$ cat src/rtl/display_scan_monitor_pkg.sv
// display_scan_monitor_pkg
//   Shared definitions for the seven-segment scan monitor:
//   - ANODES_IDLE / SEGS_IDLE : bus values when no digit is being driven
//   - scan_state_e            : capture FSM state encoding
//   - HEX_SEG                 : hex-to-segment table, active-low {g,f,e,d,c,b,a}
//   - onehot_index()          : position of the single set bit in an 8-bit mask
package display_scan_monitor_pkg;

  localparam logic [7:0] ANODES_IDLE = 8'hFF;
  localparam logic [6:0] SEGS_IDLE   = 7'h7F;

  typedef enum logic [1:0] {
    ST_IDLE   = 2'd0,
    ST_SETTLE = 2'd1,
    ST_HOLD   = 2'd2
  } scan_state_e;

  // Index = nibble value; entry = active-low cathode pattern {g,f,e,d,c,b,a}.
  localparam logic [6:0] HEX_SEG [16] = '{
    7'h40, 7'h79, 7'h24, 7'h30, 7'h19, 7'h12, 7'h02, 7'h78,
    7'h00, 7'h10, 7'h08, 7'h03, 7'h46, 7'h21, 7'h06, 7'h0E
  };

  function automatic logic [2:0] onehot_index(input logic [7:0] oh);
    logic [2:0] idx;
    idx = 3'd0;
    for (int i = 0; i < 8; i++) begin
      if (oh[i]) idx = 3'(i);
    end
    return idx;
  endfunction

endpackage

$ cat src/rtl/seg7_decode.sv
// seg7_decode
//   Combinational reverse lookup of an active-low segment pattern in HEX_SEG.
//   Ports:
//     seg    [6:0] in  : cathode pattern {g,f,e,d,c,b,a}, active-low
//     nibble [3:0] out : hex value of the matching table entry (0 on miss)
//     hit          out : 1 when seg matches one of the 16 table entries
module seg7_decode
  import display_scan_monitor_pkg::*;
(
  input  logic [6:0] seg,
  output logic [3:0] nibble,
  output logic       hit
);

  always_comb begin
    nibble = 4'd0;
    hit    = 1'b0;
    for (int i = 0; i < 16; i++) begin
      if (seg == HEX_SEG[i]) begin
        nibble = 4'(i);
        hit    = 1'b1;
      end
    end
  end

endmodule

$ cat src/rtl/display_scan_monitor.sv
// display_scan_monitor
//   Watches a multiplexed, active-low seven-segment display bus and recovers
//   the hex value shown on each of the 8 digits. A digit is captured once
//   {an, seg} has been identical for STABLE_CYCLES registered samples.
//
//   Optional feature (macro SCAN_ORDER_CHECK_EN): scan order checking. When
//   defined, every capture after the first must be digit (last+1) mod 8,
//   otherwise err_order is set and the frame mask restarts at the current
//   digit. When undefined, err_order is constant 0.
//
//   Ports:
//     clk, reset           : clock, asynchronous active-high reset
//     an[7:0]              : anode bus, active-low, bit i selects digit i
//     seg[6:0]             : cathode bus {g,f,e,d,c,b,a}, active-low
//     clr_err              : synchronous clear of sticky error flags
//     digits[31:0]         : captured nibbles, digit i at [4i+3:4i]
//     digit_valid[7:0]     : digit i captured since reset
//     frame_done           : one-cycle pulse when digits 0..7 complete a frame
//     err_multi_an         : sticky, more than one anode low in a stable sample
//     err_bad_seg          : sticky, stable pattern not a hex glyph
//     err_order            : sticky, scan order violation
//     dbg_state            : current capture FSM state
//
//   Handshake: there is none; the inputs are free-running sampled buses and
//   every output is a plain registered level (frame_done a single-cycle pulse).
module display_scan_monitor
  import display_scan_monitor_pkg::*;
#(
  parameter int STABLE_CYCLES = 4
) (
  input  logic        clk,
  input  logic        reset,
  input  logic [7:0]  an,
  input  logic [6:0]  seg,
  input  logic        clr_err,
  output logic [31:0] digits,
  output logic [7:0]  digit_valid,
  output logic        frame_done,
  output logic        err_multi_an,
  output logic        err_bad_seg,
  output logic        err_order,
  output scan_state_e dbg_state
);

  localparam logic [3:0] STABLE_THR = 4'(STABLE_CYCLES);

  // Input stage and the one-cycle-older copy used for change detection.
  logic [7:0] an_q, an_p;
  logic [6:0] seg_q, seg_p;

  scan_state_e state, state_d;
  logic [3:0]  cnt, cnt_d, cnt_inc;
  logic        eval;
  logic        changed;

  logic [7:0]  an_low;
  logic        one_low, multi_low;
  logic [2:0]  cap_idx;
  logic [3:0]  dec_nibble;
  logic        dec_hit;
  logic        capture, bad_ev, multi_ev;
  logic [7:0]  seen, seen_base;
  logic        frame_hit;

  always_ff @(posedge clk or posedge reset) begin
    if (reset) begin
      an_q  <= ANODES_IDLE;
      seg_q <= SEGS_IDLE;
      an_p  <= ANODES_IDLE;
      seg_p <= SEGS_IDLE;
    end else begin
      an_q  <= an;
      seg_q <= seg;
      an_p  <= an_q;
      seg_p <= seg_q;
    end
  end

  assign changed = ({an_q, seg_q} != {an_p, seg_p});
  assign cnt_inc = (cnt == 4'hF) ? 4'hF : cnt + 4'd1;

  // State register
  always_ff @(posedge clk or posedge reset) begin
    if (reset) begin
      state <= ST_IDLE;
      cnt   <= 4'd0;
    end else begin
      state <= state_d;
      cnt   <= cnt_d;
    end
  end

  // Next state. A fresh sample counts as 1; evaluation fires on the cycle
  // the count reaches the threshold, so with a threshold of 1 a new value
  // is evaluated on its first decision cycle.
  always_comb begin
    state_d = state;
    cnt_d   = cnt;
    eval    = 1'b0;
    case (state)
      ST_IDLE: begin
        cnt_d = 4'd0;
        if (an_q != ANODES_IDLE) begin
          state_d = ST_SETTLE;
          cnt_d   = 4'd1;
          if (STABLE_THR <= 4'd1) begin
            eval    = 1'b1;
            state_d = ST_HOLD;
          end
        end
      end
      ST_SETTLE: begin
        if (an_q == ANODES_IDLE) begin
          state_d = ST_IDLE;
          cnt_d   = 4'd0;
        end else if (changed) begin
          cnt_d = 4'd1;
          if (STABLE_THR <= 4'd1) begin
            eval    = 1'b1;
            state_d = ST_HOLD;
          end
        end else begin
          cnt_d = cnt_inc;
          if (cnt_inc >= STABLE_THR) begin
            eval    = 1'b1;
            state_d = ST_HOLD;
          end
        end
      end
      ST_HOLD: begin
        if (an_q == ANODES_IDLE) begin
          state_d = ST_IDLE;
          cnt_d   = 4'd0;
        end else if (changed) begin
          state_d = ST_SETTLE;
          cnt_d   = 4'd1;
          if (STABLE_THR <= 4'd1) begin
            eval    = 1'b1;
            state_d = ST_HOLD;
          end
        end
      end
      default: begin
        state_d = ST_IDLE;
        cnt_d   = 4'd0;
      end
    endcase
  end

  assign dbg_state = state;

  // Evaluation of the stable sample
  assign an_low    = ~an_q;
  assign multi_low = ((an_low & (an_low - 8'd1)) != 8'h00);
  assign one_low   = (an_low != 8'h00) && !multi_low;
  assign cap_idx   = onehot_index(an_low);

  seg7_decode u_decode (
    .seg    (seg_q),
    .nibble (dec_nibble),
    .hit    (dec_hit)
  );

  assign capture  = eval && one_low && dec_hit;
  assign bad_ev   = eval && one_low && !dec_hit;
  assign multi_ev = eval && multi_low;

`ifdef SCAN_ORDER_CHECK_EN
  logic       have_last;
  logic [2:0] last_idx;
  logic       order_bad;

  assign order_bad = capture && have_last && (cap_idx != last_idx + 3'd1);
  // An out-of-order capture restarts the frame at the current digit.
  assign seen_base = order_bad ? an_low : (seen | an_low);

  always_ff @(posedge clk or posedge reset) begin
    if (reset) begin
      have_last <= 1'b0;
      last_idx  <= 3'd0;
      err_order <= 1'b0;
    end else begin
      if (capture) begin
        have_last <= 1'b1;
        last_idx  <= cap_idx;
      end
      err_order <= (err_order & ~clr_err) | order_bad;
    end
  end
`else
  assign seen_base = seen | an_low;
  assign err_order = 1'b0;
`endif

  assign frame_hit = capture && (cap_idx == 3'd7) && (seen_base == 8'hFF);

  // Capture, frame tracking and sticky errors. An error event in the same
  // cycle as clr_err leaves the flag set.
  always_ff @(posedge clk or posedge reset) begin
    if (reset) begin
      digits       <= 32'h0;
      digit_valid  <= 8'h00;
      seen         <= 8'h00;
      frame_done   <= 1'b0;
      err_multi_an <= 1'b0;
      err_bad_seg  <= 1'b0;
    end else begin
      frame_done <= frame_hit;
      if (capture) begin
        digits[{cap_idx, 2'b00} +: 4] <= dec_nibble;
        digit_valid[cap_idx]          <= 1'b1;
        seen                          <= frame_hit ? 8'h00 : seen_base;
      end
      err_multi_an <= (err_multi_an & ~clr_err) | multi_ev;
      err_bad_seg  <= (err_bad_seg & ~clr_err) | bad_ev;
    end
  end

endmodule

$ cat config.mk
export PLATFORM = sky130hd
export DESIGN_NAME = display_scan_monitor
export DESIGN_NICKNAME = d
export VERILOG_FILES = /design/src/rtl/display_scan_monitor_pkg.sv /design/src/rtl/seg7_decode.sv /design/src/rtl/display_scan_monitor.sv
export SDC_FILE = /design/constraint.sdc
export NUM_CORES = 1
export LEC_CHECK = 0
export BUFFER_PORTS_ARGS = -buffer_cell sky130_fd_sc_hd__buf_2
export CAP_MARGIN = 20
export CORE_MARGIN = 2
export CORE_UTILIZATION = 27
export CTS_CLUSTER_DIAMETER = 100
export DETAILED_ROUTE_END_ITERATION = 10
export HOLD_SLACK_MARGIN = 0.06
export PLACE_DENSITY = 0.55
export SYNTH_ARGS = -nofsm -noshare
export SYNTH_HDL_FRONTEND = slang
export SYNTH_SLANG_ARGS = --single-unit
$ cat constraint.sdc
create_clock -name clk -period 3.4 [get_ports clk]
set_clock_uncertainty 0.1 [all_clocks]
set_input_delay 0.68 -clock clk [delete_from_list [all_inputs] [get_ports clk]]
set_output_delay 0.68 -clock clk [all_outputs]
set_load 0.01 [all_outputs]
Word-level counts from Yosys, hierarchy flattened
Index checks and enable logic that the tools add are counted.

operators by class
  add/sub/neg operators = 3
  equality and inequality tests = 27
  bitwise gates (word level) = 9
  muxes and demuxes = 60
  shift-type cells = 2
  reductions and logical operators = 15
  magnitude comparators = 3

operators with widths
  kind                                                                    count
  4-bit 2-to-1 mux                                                        13
  32-bit bitwise mux                                                      1
  4-bit by 7-bit variable shift with 32-bit output, first input constant  1
  4-bit by 7-bit indexed part select with 32-bit output                   1
  3-bit 2-to-1 mux                                                        10
  7-bit equality test, second input constant                              4
  1-bit 2-to-1 mux                                                        24
  7-bit by 5-bit equality test with 1-bit output, second input constant   3
  7-bit by 6-bit equality test with 1-bit output, second input constant   3
  8-bit equality test, second input constant                              2
  2-bit 2-to-1 mux                                                        8
  8-bit OR                                                                2
  8-bit nonzero test                                                      2
  15-bit != test                                                          1
  7-bit by 2-bit equality test with 1-bit output, second input constant   2
  7-bit by 4-bit equality test with 1-bit output, second input constant   2
  4-bit case mux with 3 select lines                                      1
  3-bit != test, second input constant                                    3
  8-bit AND                                                               1
  1-bit logical AND                                                       8
  8-bit 2-to-1 mux                                                        1
  8-bit != test, second input constant                                    1
  8-bit inverter                                                          1
  8-bit by 1-bit subtractor with 8-bit output, second input constant      1
  other kinds (20)                                                        23

word-level totals
  word-level logic and storage cells = 131
  register bits after elaboration = 87
  output and inout bits = 46
  input port bits = 18

Logic depth before layout (Yosys ltp)
Gate-level depths: netlist of the first run.

  word-level depth = 21
  depth in mapped cells = 12
  depth with buffers taken out = 11

Modules after synthesis
From an unflattened synthesis of the first run, not the netlist that was laid out.

unflattened totals
  cells, all modules = 329
  area, all modules = 4,032.6 um2

modules (own cells, without submodules)
  module                times used  area an instance (um2)  seq. area each (um2)  cells an instance
  display_scan_monitor  1           3,686.0                 2,214.6               276
  seg7_decode           1           346.6                   0.0                   53

Worst setup path after synthesis of the first run
OpenSTA, ideal clock, no wires.

  path type = reg2reg
  from = register an_q[2]
  to = register digits[10]
  path buffers = 1
  stages on the path, launching flop included = 12
  period minus slack after synthesis = 2.927 ns
  data required time = 3.175 ns
  slack = 0.473 ns
  setup time = 0.125 ns
  arrival = 2.702 ns
  cell sequence = dfstp_2 > buf_2 > nand2b_1 > a211oi_1 > nor2_1 > ha_1 > ha_1 > o21bai_1 > nor3_1 > nand4_1 > nor3_4 > mux2_2

between the ends
  cells in the longest elaborated chain, start to end = 10
  elaborated cells on any way between the ends = 24
  classes of those cells = add/sub: 2; eq/ne: 2; shift: 2; mux: 10; bitwise: 2; reduce/logical: 6

RTL lines
  element                                                                                                                           line                            text
  from (decl)                                                                                                                       display_scan_monitor.sv:48      logic [7:0] an_q, an_p;
  from (signal assigned)                                                                                                            display_scan_monitor.sv:72      an_q <= an;
  8-bit inverter                                                                                                                    display_scan_monitor.sv:153     assign an_low = ~an_q;
  3-bit 2-to-1 mux (6 in a row)                                                                                                     display_scan_monitor_pkg.sv:28  if (oh[i]) idx = 3'(i);
  5-bit negator with 7-bit output                                                                                                   display_scan_monitor.sv:210     digits[{cap_idx, 2'b00} +: 4] <= dec_nibble;
  4-bit by 7-bit indexed part select with 32-bit output / 4-bit by 7-bit variable shift with 32-bit output (equally long branches)  display_scan_monitor.sv:210
  32-bit bitwise mux                                                                                                                display_scan_monitor.sv:210
  to (signal, indexed assignment)                                                                                                   display_scan_monitor.sv:210
  to (decl)                                                                                                                         display_scan_monitor.sv:36      output logic [31:0] digits,

Several ways; a longest one is shown, not always the timed one.
A chain may end at the register's enable or synchronous reset.

Final worst setup path of the first run
  from = register an_q[6]
  to = register digits[9]

between the ends
  cells in the longest elaborated chain, start to end = 8
  elaborated cells on any way between the ends = 20
  classes of those cells = add/sub: 2; eq/ne: 2; shift: 2; mux: 6; bitwise: 2; reduce/logical: 6

RTL lines
  element                                      line                         text
  8-bit inverter                               display_scan_monitor.sv:153
  8-bit by 1-bit subtractor with 8-bit output  display_scan_monitor.sv:154  assign multi_low = ((an_low & (an_low - 8'd1)) != 8'h00);
  8-bit AND                                    display_scan_monitor.sv:154
  8-bit nonzero test                           display_scan_monitor.sv:154
  1-bit logical NOT                            display_scan_monitor.sv:155  assign one_low = (an_low != 8'h00) && !multi_low;
  1-bit logical AND                            display_scan_monitor.sv:155
  1-bit logical AND (2 in a row)               display_scan_monitor.sv:164  assign capture = eval && one_low && dec_hit;

Several ways; a longest one is shown, not always the timed one.

==> results by group, run 1 <==
Flow run
  – Max-cap violations: 0

Logic synthesis
  – Unique masters post-synth: 63
  – Synth Area per Inst: 11.9 um2
  – Ys flop type: dfrtp_1
  – Syn_nets: 364
  – Synthesized area: 4070 um2
  – Flops & latches, synth: 87
  – Synthesized instance count: 342
  – Register area share after synthesis: 54.4%
  – Async SR Flop Fraction: 100%
  – Number of flops mapped to enable cells by yosys: 0
  – Yosys warns: 0

Floorplan
  – Die X-Extent: 127 um
  – Die H: 127 um
  – Num rows: 44
  – Initial Utilization: 27.8%
  – Core area: 14600 um2
  – Die ar.: 16100 um2
  – Num ports: 64

Drt
  – First DRT Iteration DRCs: 94
  – Routed len/inst: 16.4 um
  – Post-Route WL: 9.70 mm
  – Detailed-route via count: 2921
  – # DRC: 0
  – Final ANT Viol Nets: 0
  – First-pass DRT Iterations: 4
  – Vias per std cell: 4.93

Clock network
  – Number of buffers created by CTS: 9
  – Setup Fix Bufs, Post-CTS: 0
  – Clock-pin slew of the registers on the worst-case setup and hold paths: 0.06 ns
  – Max Root-Sink Buffers: 2
  – TritonCTS Sinks: 87
  – Clock Latency Late Sink: 0.34 ns
  – H-Tree Depth: 3
  – Hold-fix buffers at CTS: 0
  – CTS tree: built
  – Post_cts resized: 0
  – Clock root buffer: clkbuf_16

Worst setup path
  – Startpoint Class: flop
  – Setup CP Type: flop to flop
  – Worst-path cell chain: inv_1 -> o21ai_0 -> nor2_1 -> ha_1 -> ha_1 -> o21bai_1 -> nor3_2 -> nand4_1 -> nor3_4 -> mux2_2
  – Top Family by Delay on Critical Path: simple AND/OR/NAND/NOR gates
  – Critical Path End Type: flop
  – Critical path's most frequent cell: ha_1
  – CP max FO: 8
  – Crit path DAT: 3.25 ns
  – Slowest-stage cell, CP: dfstp_2
  – Buffers and inverters on the worst path: 1
  – Worst path required time: 3.52 ns
  – Largest stage delay, worst path: 0.60 ns

GRT
  – Global-route wire length before repair: 15.8 mm
  – Largest net degree at the start of global routing: 51
  – Global route overflow: 0
  – Initial antenna violation count: 0
  – Gr usage total: 12.7%
  – Vias in the first global route: 2945

Placed design
  – Post-Place Cells: 578
  – Post-DP HPWL: 7.15 mm
  – Area post-placement: 4580 um2
  – Port Buf Inserts: 62
  – Placer Congestion: 0.831

Layout
  – Area grow syn2layout: 19.3%
  – Share of layout cells above drive strength 1: 38.9%
  – # nets final: 427
  – Final instance area: 4850 um2
  – N_diodes: 0
  – Final non-filler cell total: 593

Timing
  – Setup total negative slack: 0 ns
  – Achievable Freq: 320 MHz
  – Final setup fails: 0
  – RSZ-0062 raised after global routing: no
  – Post-route clock period utilization: 92.0%
  – Final Critical Period: 3.13 ns
  – Worst-margin pin slew: 0.866 ns
  – Slew Limit Fails: 0
  – Final hold violations: 0
  – Slew margin rel.: 41.6%

Outcome
  – Status: finished clean

Power and ir drop
  – Total Power: 2110 uW
  – Worst vdd ir: 0.161 mV
  – Pwr Density: 435 nW/um2
  – Leakage power: 0.00232 uW

Hold path
  – Hold Path Class: flop to flop
==> metrics by stage <==
stage	hold slack [ns]	setup WS, ns	util, %
5_1_grt	0.307	0.0578	33.1
3_5_place_dp	0.294	0.156	31.3
6_report	0.302	0.271	33.1
2_1_floorplan	0.252	0.419	-
3_3_place_gp	0.294	0.256	31.3
4_1_cts	0.302	0.133	33.1
==> cells in the mapped netlist, types with 4 or more instances <==
cell / count / area [um2]
nand2b_1: 5 / 31.3
nor2b_1: 8 / 50.1
xor2_1: 16 / 140
nor2_1: 23 / 86.3
dfstp_2: 30 / 788
o22ai_1: 4 / 25.0
buf_2: 6 / 30.0
nand4_1: 5 / 31.3
nor3_1: 11 / 55.1
ha_1: 4 / 50.1
clkbuf_1: 7 / 26.3
o21ai_0: 4 / 20.0
inv_1: 17 / 63.8
a31oi_1: 7 / 43.8
nand2_1: 15 / 56.3
mux2_1: 8 / 90.1
nand3_1: 7 / 35.0
mux2_2: 24 / 270
a21oi_1: 9 / 45.0
dfrtp_1: 57 / 1430
o21bai_1: 6 / 45.0
==> placed cells by master, fill, tap and decap left out, drive strengths merged, types with 4 or more instances in the layout <==
cell,Yosys,routed
buf,9,68
dfrtp,57,57
mux2,32,32
dfstp,30,30
nor2,23,23
xor2,16,16
inv,17,16
nand2,16,16
nor3,14,14
clkbuf,7,13
a21oi,9,9
nand3,9,9
nor2b,8,8
a31oi,7,7
nand4,7,7
o21bai,6,6
nand2b,5,5
o21ai,4,4
o22ai,4,4
ha,4,4
and2,4,4
nor4,4,4
==> flip-flops by register name, summed over array words and instances, names as in the netlist <==
| name | cells |
|---|---|
| cnt | 4 |
| seg_q | 7 |
| err_bad_seg | 1 |
| digits | 32 |
| digit_valid | 8 |
| an_q | 8 |
| frame_done | 1 |
| an_p | 8 |
| seg_p | 7 |
| seen | 8 |
| dbg_state | 2 |
| err_multi_an | 1 |
==> final timing paths <==
| check | to | from | slack (ns) | cells past startpoint |
|---|---|---|---|---|
| worst max register to register | digits[9]$_DFFE_PP0P_ | an_q[6]$_DFF_PP1_ | 0.27 | 10 |
| worst min-delay path | an_p[0]$_DFF_PP1_ | an_q[0]$_DFF_PP1_ | 0.30 | 0 |
| max in group asynchronous | seg_q[6]$_DFF_PP1_ | reset | 2.15 | 3 |
| min in group asynchronous | digits[28]$_DFFE_PP0P_ | reset | 0.31 | 2 |
| worst max-delay path | digits[9]$_DFFE_PP0P_ | an_q[6]$_DFF_PP1_ | 0.27 | 10 |
| worst min register to register | an_p[0]$_DFF_PP1_ | an_q[0]$_DFF_PP1_ | 0.30 | 0 |
==> report_power, final <==
part / leakage (uW) / switching, uW / internal [uW]
clock network: 0.000129 / 376 / 509
registers: 0.00110 / 34.2 / 1070
logic: 0.00109 / 77.3 / 43.0
total: 0.00232 / 487 / 1620
==> area by class of cell <==
type / instances / area, um2
inverter: 17 / 65.1
clock buffer: 13 / 250
multi-input combinational: 222 / 1710
timing repair buffer: 68 / 368
fill: 1484 / 9790
tap: 184 / 230
clock inverter: 2 / 10.0
sequential: 87 / 2210
==> layer usage <==
| layer | wire length, um | global-route usage (%) | vias to the layer above | share of wire (%) |
|---|---|---|---|---|
| met4 | 221 | 5.49 | 0 | 2.3 |
| met3 | 532 | 3.29 | 16 | 5.5 |
| met2 | 4570 | 20.0 | 91 | 47 |
| met1 | 4380 | 16.5 | 1459 | 45 |
| li1 | - | - | 1355 | - |
| met5 | 0 | 0 | - | 0 |
==> logic make-up (layout without fill, tap and decap cells) <==
kind of cell / after synthesis / count (layout) / synth area share, %
flip-flops: 87 / 87 / 54.4
XOR/XNOR: 16 / 16 / 3.44
multiplexers: 33 / 33 / 9.11
buffers and inverters: 33 / 100 / 3.69
other: 1 / 1 / 0.0922
AND/OR/NAND/NOR: 111 / 111 / 17.3
AO/OA/AOI/OAI: 57 / 57 / 10.7
adder cells (fa/ha/maj): 4 / 4 / 1.23
No activity file was read; power rests on OpenSTA's default activity.
==> inputs of run 2 (changes only) <==
--- a/config.mk
+++ b/config.mk
@@ -11,8 +11,10 @@
 export CORE_UTILIZATION = 27
 export CTS_CLUSTER_DIAMETER = 100
 export DETAILED_ROUTE_END_ITERATION = 10
+export GPL_TIMING_DRIVEN = 1
 export HOLD_SLACK_MARGIN = 0.06
 export PLACE_DENSITY = 0.55
+export RECOVER_POWER = 25
 export SYNTH_ARGS = -nofsm -noshare
 export SYNTH_HDL_FRONTEND = slang
 export SYNTH_SLANG_ARGS = --single-unit
==> results by group, run 2 (synthesis results as in run 1) <==
Timing
  – Setup total negative slack: 0 ns (unchanged)
  – Final Critical Period: 3.13 ns (about the same)
  – Slew margin rel.: -14.6% (was 41.6%)
  – RSZ-0062 raised after global routing: no (unchanged)
  – Achievable Freq: 320 MHz (about the same)
  – Worst-margin pin slew: 1.71 ns (was 0.866 ns)
  – Final hold violations: 0 (unchanged)
  – Post-route clock period utilization: 92.0% (about the same)
  – Final setup fails: 0 (unchanged)
  – Slew Limit Fails: 38 (was 0)

Layout
  – Final instance area: 4850 um2 (about the same)
  – Area grow syn2layout: 19.2% (was 19.3%)
  – # nets final: 427 (unchanged)
  – Max FFs per register: 32 (unchanged)
  – Commonest non-fill, non-tap cells in the layout: 60 x buf_2, 57 x dfrtp_1, 24 x mux2_2 (was 62 x buf_2, 57 x dfrtp_1, 30 x dfstp_2)
  – N_diodes: 0 (unchanged)
  – Commonest non-fill, non-tap cell in the layout: buf_2 (unchanged)
  – Share of layout cells above drive strength 1: 35.5% (was 38.9%)
  – Largest reg by FF count: digits (unchanged)

Placed design
  – Post-DP HPWL: 7.15 mm (unchanged)
  – Port Buf Inserts: 62 (unchanged)
  – Area post-placement: 4580 um2 (unchanged)
  – Placer Congestion: 0.831 (unchanged)

Floorplan
  – Num ports: 64 (unchanged)
  – Initial Utilization: 27.8% (unchanged)
  – Num rows: 44 (unchanged)
  – Die X-Extent: 127 um (unchanged)
  – Die ar.: 16100 um2 (unchanged)
  – Die H: 127 um (unchanged)
  – Core area: 14600 um2 (unchanged)

Worst setup path
  – Critical Path End Type: flop (unchanged)
  – Startpoint Class: flop (unchanged)
  – Origin of the critical flop-to-flop path: an_q[6]$_DFF_PP1_ (unchanged)
  – CP max FO: 8 (unchanged)
  – Setup CP Type: flop to flop (unchanged)
  – Reg-to-reg slack, setup: 0.27 ns (about the same)
  – Worst path required time: 3.52 ns (about the same)
  – Crit path DAT: 3.25 ns (about the same)
  – Reg2Reg Depth: 10 (unchanged)
  – R2r endpoint: digits[9]$_DFFE_PP0P_ (unchanged)

GRT
  – Global-route wire length before repair: 15.8 mm (unchanged)
  – Initial antenna violation count: 0 (unchanged)
  – GR Util met2: 20.0% (unchanged)
  – M3 GR Usage: 3.29% (unchanged)
  – Largest net degree at the start of global routing: 51 (unchanged)
  – GRT met1 Usage: 16.5% (unchanged)
  – Global route overflow: 0 (unchanged)
  – Global routing's busiest layer: met2 (unchanged)
  – Vias in the first global route: 2945 (unchanged)
  – Gr usage total: 12.7% (unchanged)

Power and ir drop
  – Leakage power: 0.00231 uW (was 0.00232 uW)
  – Worst vdd ir: 0.162 mV (was 0.161 mV)
  – Pwr Density: 434 nW/um2 (was 435 nW/um2)

Drt
  – First DRT Iteration DRCs: 92 (was 94)
  – Vias per std cell: 4.90 (was 4.93)
  – # DRC: 0 (unchanged)
  – Final ANT Viol Nets: 0 (unchanged)
  – First-pass DRT Iterations: 4 (unchanged)
  – Routed len/inst: 16.4 um (about the same)
  – Detailed-route via count: 2907 (was 2921)
  – Post-Route WL: 9.73 mm (was 9.70 mm)

Clock network
  – Hold-fix buffers at CTS: 0 (unchanged)
  – Clock root buffer: clkbuf_16 (unchanged)
  – Clock Latency Late Sink: 0.34 ns (about the same)
  – Setup Fix Bufs, Post-CTS: 0 (unchanged)
  – Number of buffers created by CTS: 9 (unchanged)
  – TritonCTS Sinks: 87 (unchanged)
  – Clock-pin slew of the registers on the worst-case setup and hold paths: 0.06 ns (about the same)
  – H-Tree Depth: 3 (unchanged)
  – Max Root-Sink Buffers: 2 (unchanged)
  – CTS tree: built (unchanged)
  – Post_cts resized: 0 (unchanged)

Hold path
  – Min-delay src: an_q[6]$_DFF_PP1_ (was an_q[0]$_DFF_PP1_)
  – Hold Path Stages: 0 (unchanged)
  – Hold Path End: an_p[6]$_DFF_PP1_ (was an_p[0]$_DFF_PP1_)
  – Hold Path Class: flop to flop (unchanged)

Flow run
  – Max-cap violations: 1 (was 0)

Outcome
  – Status: complete, but fails checks (was finished clean)
  – Failing checks: max-capacitance violations, max-slew violations
-- run 2: changes by cell type in the layout (fill, tap and decap cells not counted) --
cell,delta
dfstp_1,+12
dfstp_2,-12
buf_2,-2
clkbuf_1,+2
clkinv_2,-1
clkinvlp_2,+1
-- run 2: through the flow --
step | worst slack (ns) | util [%] | hold WS, ns | cells | power [uW]
2_1_floorplan | 0.419 | - | 0.252 | 342 | 1200
6_report | 0.273 | 33.1 | 0.321 | 593 | 2110
3_3_place_gp | 0.256 | 31.3 | 0.294 | 578 | 1240
4_1_cts | 0.133 | 33.1 | 0.302 | 593 | 2140
5_1_grt | 0.0577 | 33.1 | 0.324 | 593 | 2190
3_5_place_dp | 0.156 | 31.3 | 0.294 | 578 | 1240
-- run 2: critical path, stage by stage, from the launching register on --
cell and delay, ns:
dfstp_2 0.60, inv_1 0.11, o21ai_0 0.31, nor2_1 0.18, ha_1 0.24, ha_1 0.24
o21bai_1 0.22, nor3_2 0.22, nand4_1 0.18, nor3_4 0.24, mux2_2 0.38
-- run 2: how the worst max path moves through the flow --
| stage | from | end | slack, ns | depth (start not counted) |
|---|---|---|---|---|
| 6_report | an_q[6]$_DFF_PP1_ | digits[9]$_DFFE_PP0P_ | 0.27 | 10 |
| 5_1_grt | an_q[6]$_DFF_PP1_ | digits[9]$_DFFE_PP0P_ | 0.06 | 10 |
| 4_1_cts | an_q[6]$_DFF_PP1_ | digits[9]$_DFFE_PP0P_ | 0.13 | 10 |
| 3_5_place_dp | an_q[6]$_DFF_PP1_ | digits[9]$_DFFE_PP0P_ | 0.16 | 10 |
| 3_3_place_gp | an_q[6]$_DFF_PP1_ | digits[8]$_DFFE_PP0P_ | 0.26 | 10 |
| 2_1_floorplan | reset | cnt[0]$_DFFE_PP0N_ | 0.42 | 1 |
-- run 2: where the power goes --
| part | total (uW) | internal (uW) | switching, uW | leakage [uW] |
|---|---|---|---|---|
| Combinational | 120 | 42.8 | 77.3 | 0.00108 |
| Sequential | 1100 | 1070 | 34.4 | 0.00110 |
| Clock | 885 | 509 | 376 | 0.000129 |
-- run 2: area by class of cell --
cell class	instances	area, um2
repair buffers	68	365
clock inverters	2	10.0
inverters	17	65.1
fillers	1484	9800
clock buffers	13	250
flip-flops and latches	87	2210
multi-input cells	222	1710
well taps	184	230
-- run 2: routing by layer --
layer  part of all wire, %  vias to the layer above
li1                      -                     1356
met1                    46                     1459
met2                    47                       76
met3                   4.7                       16
met4                   2.3                        0
met5                     0                        -
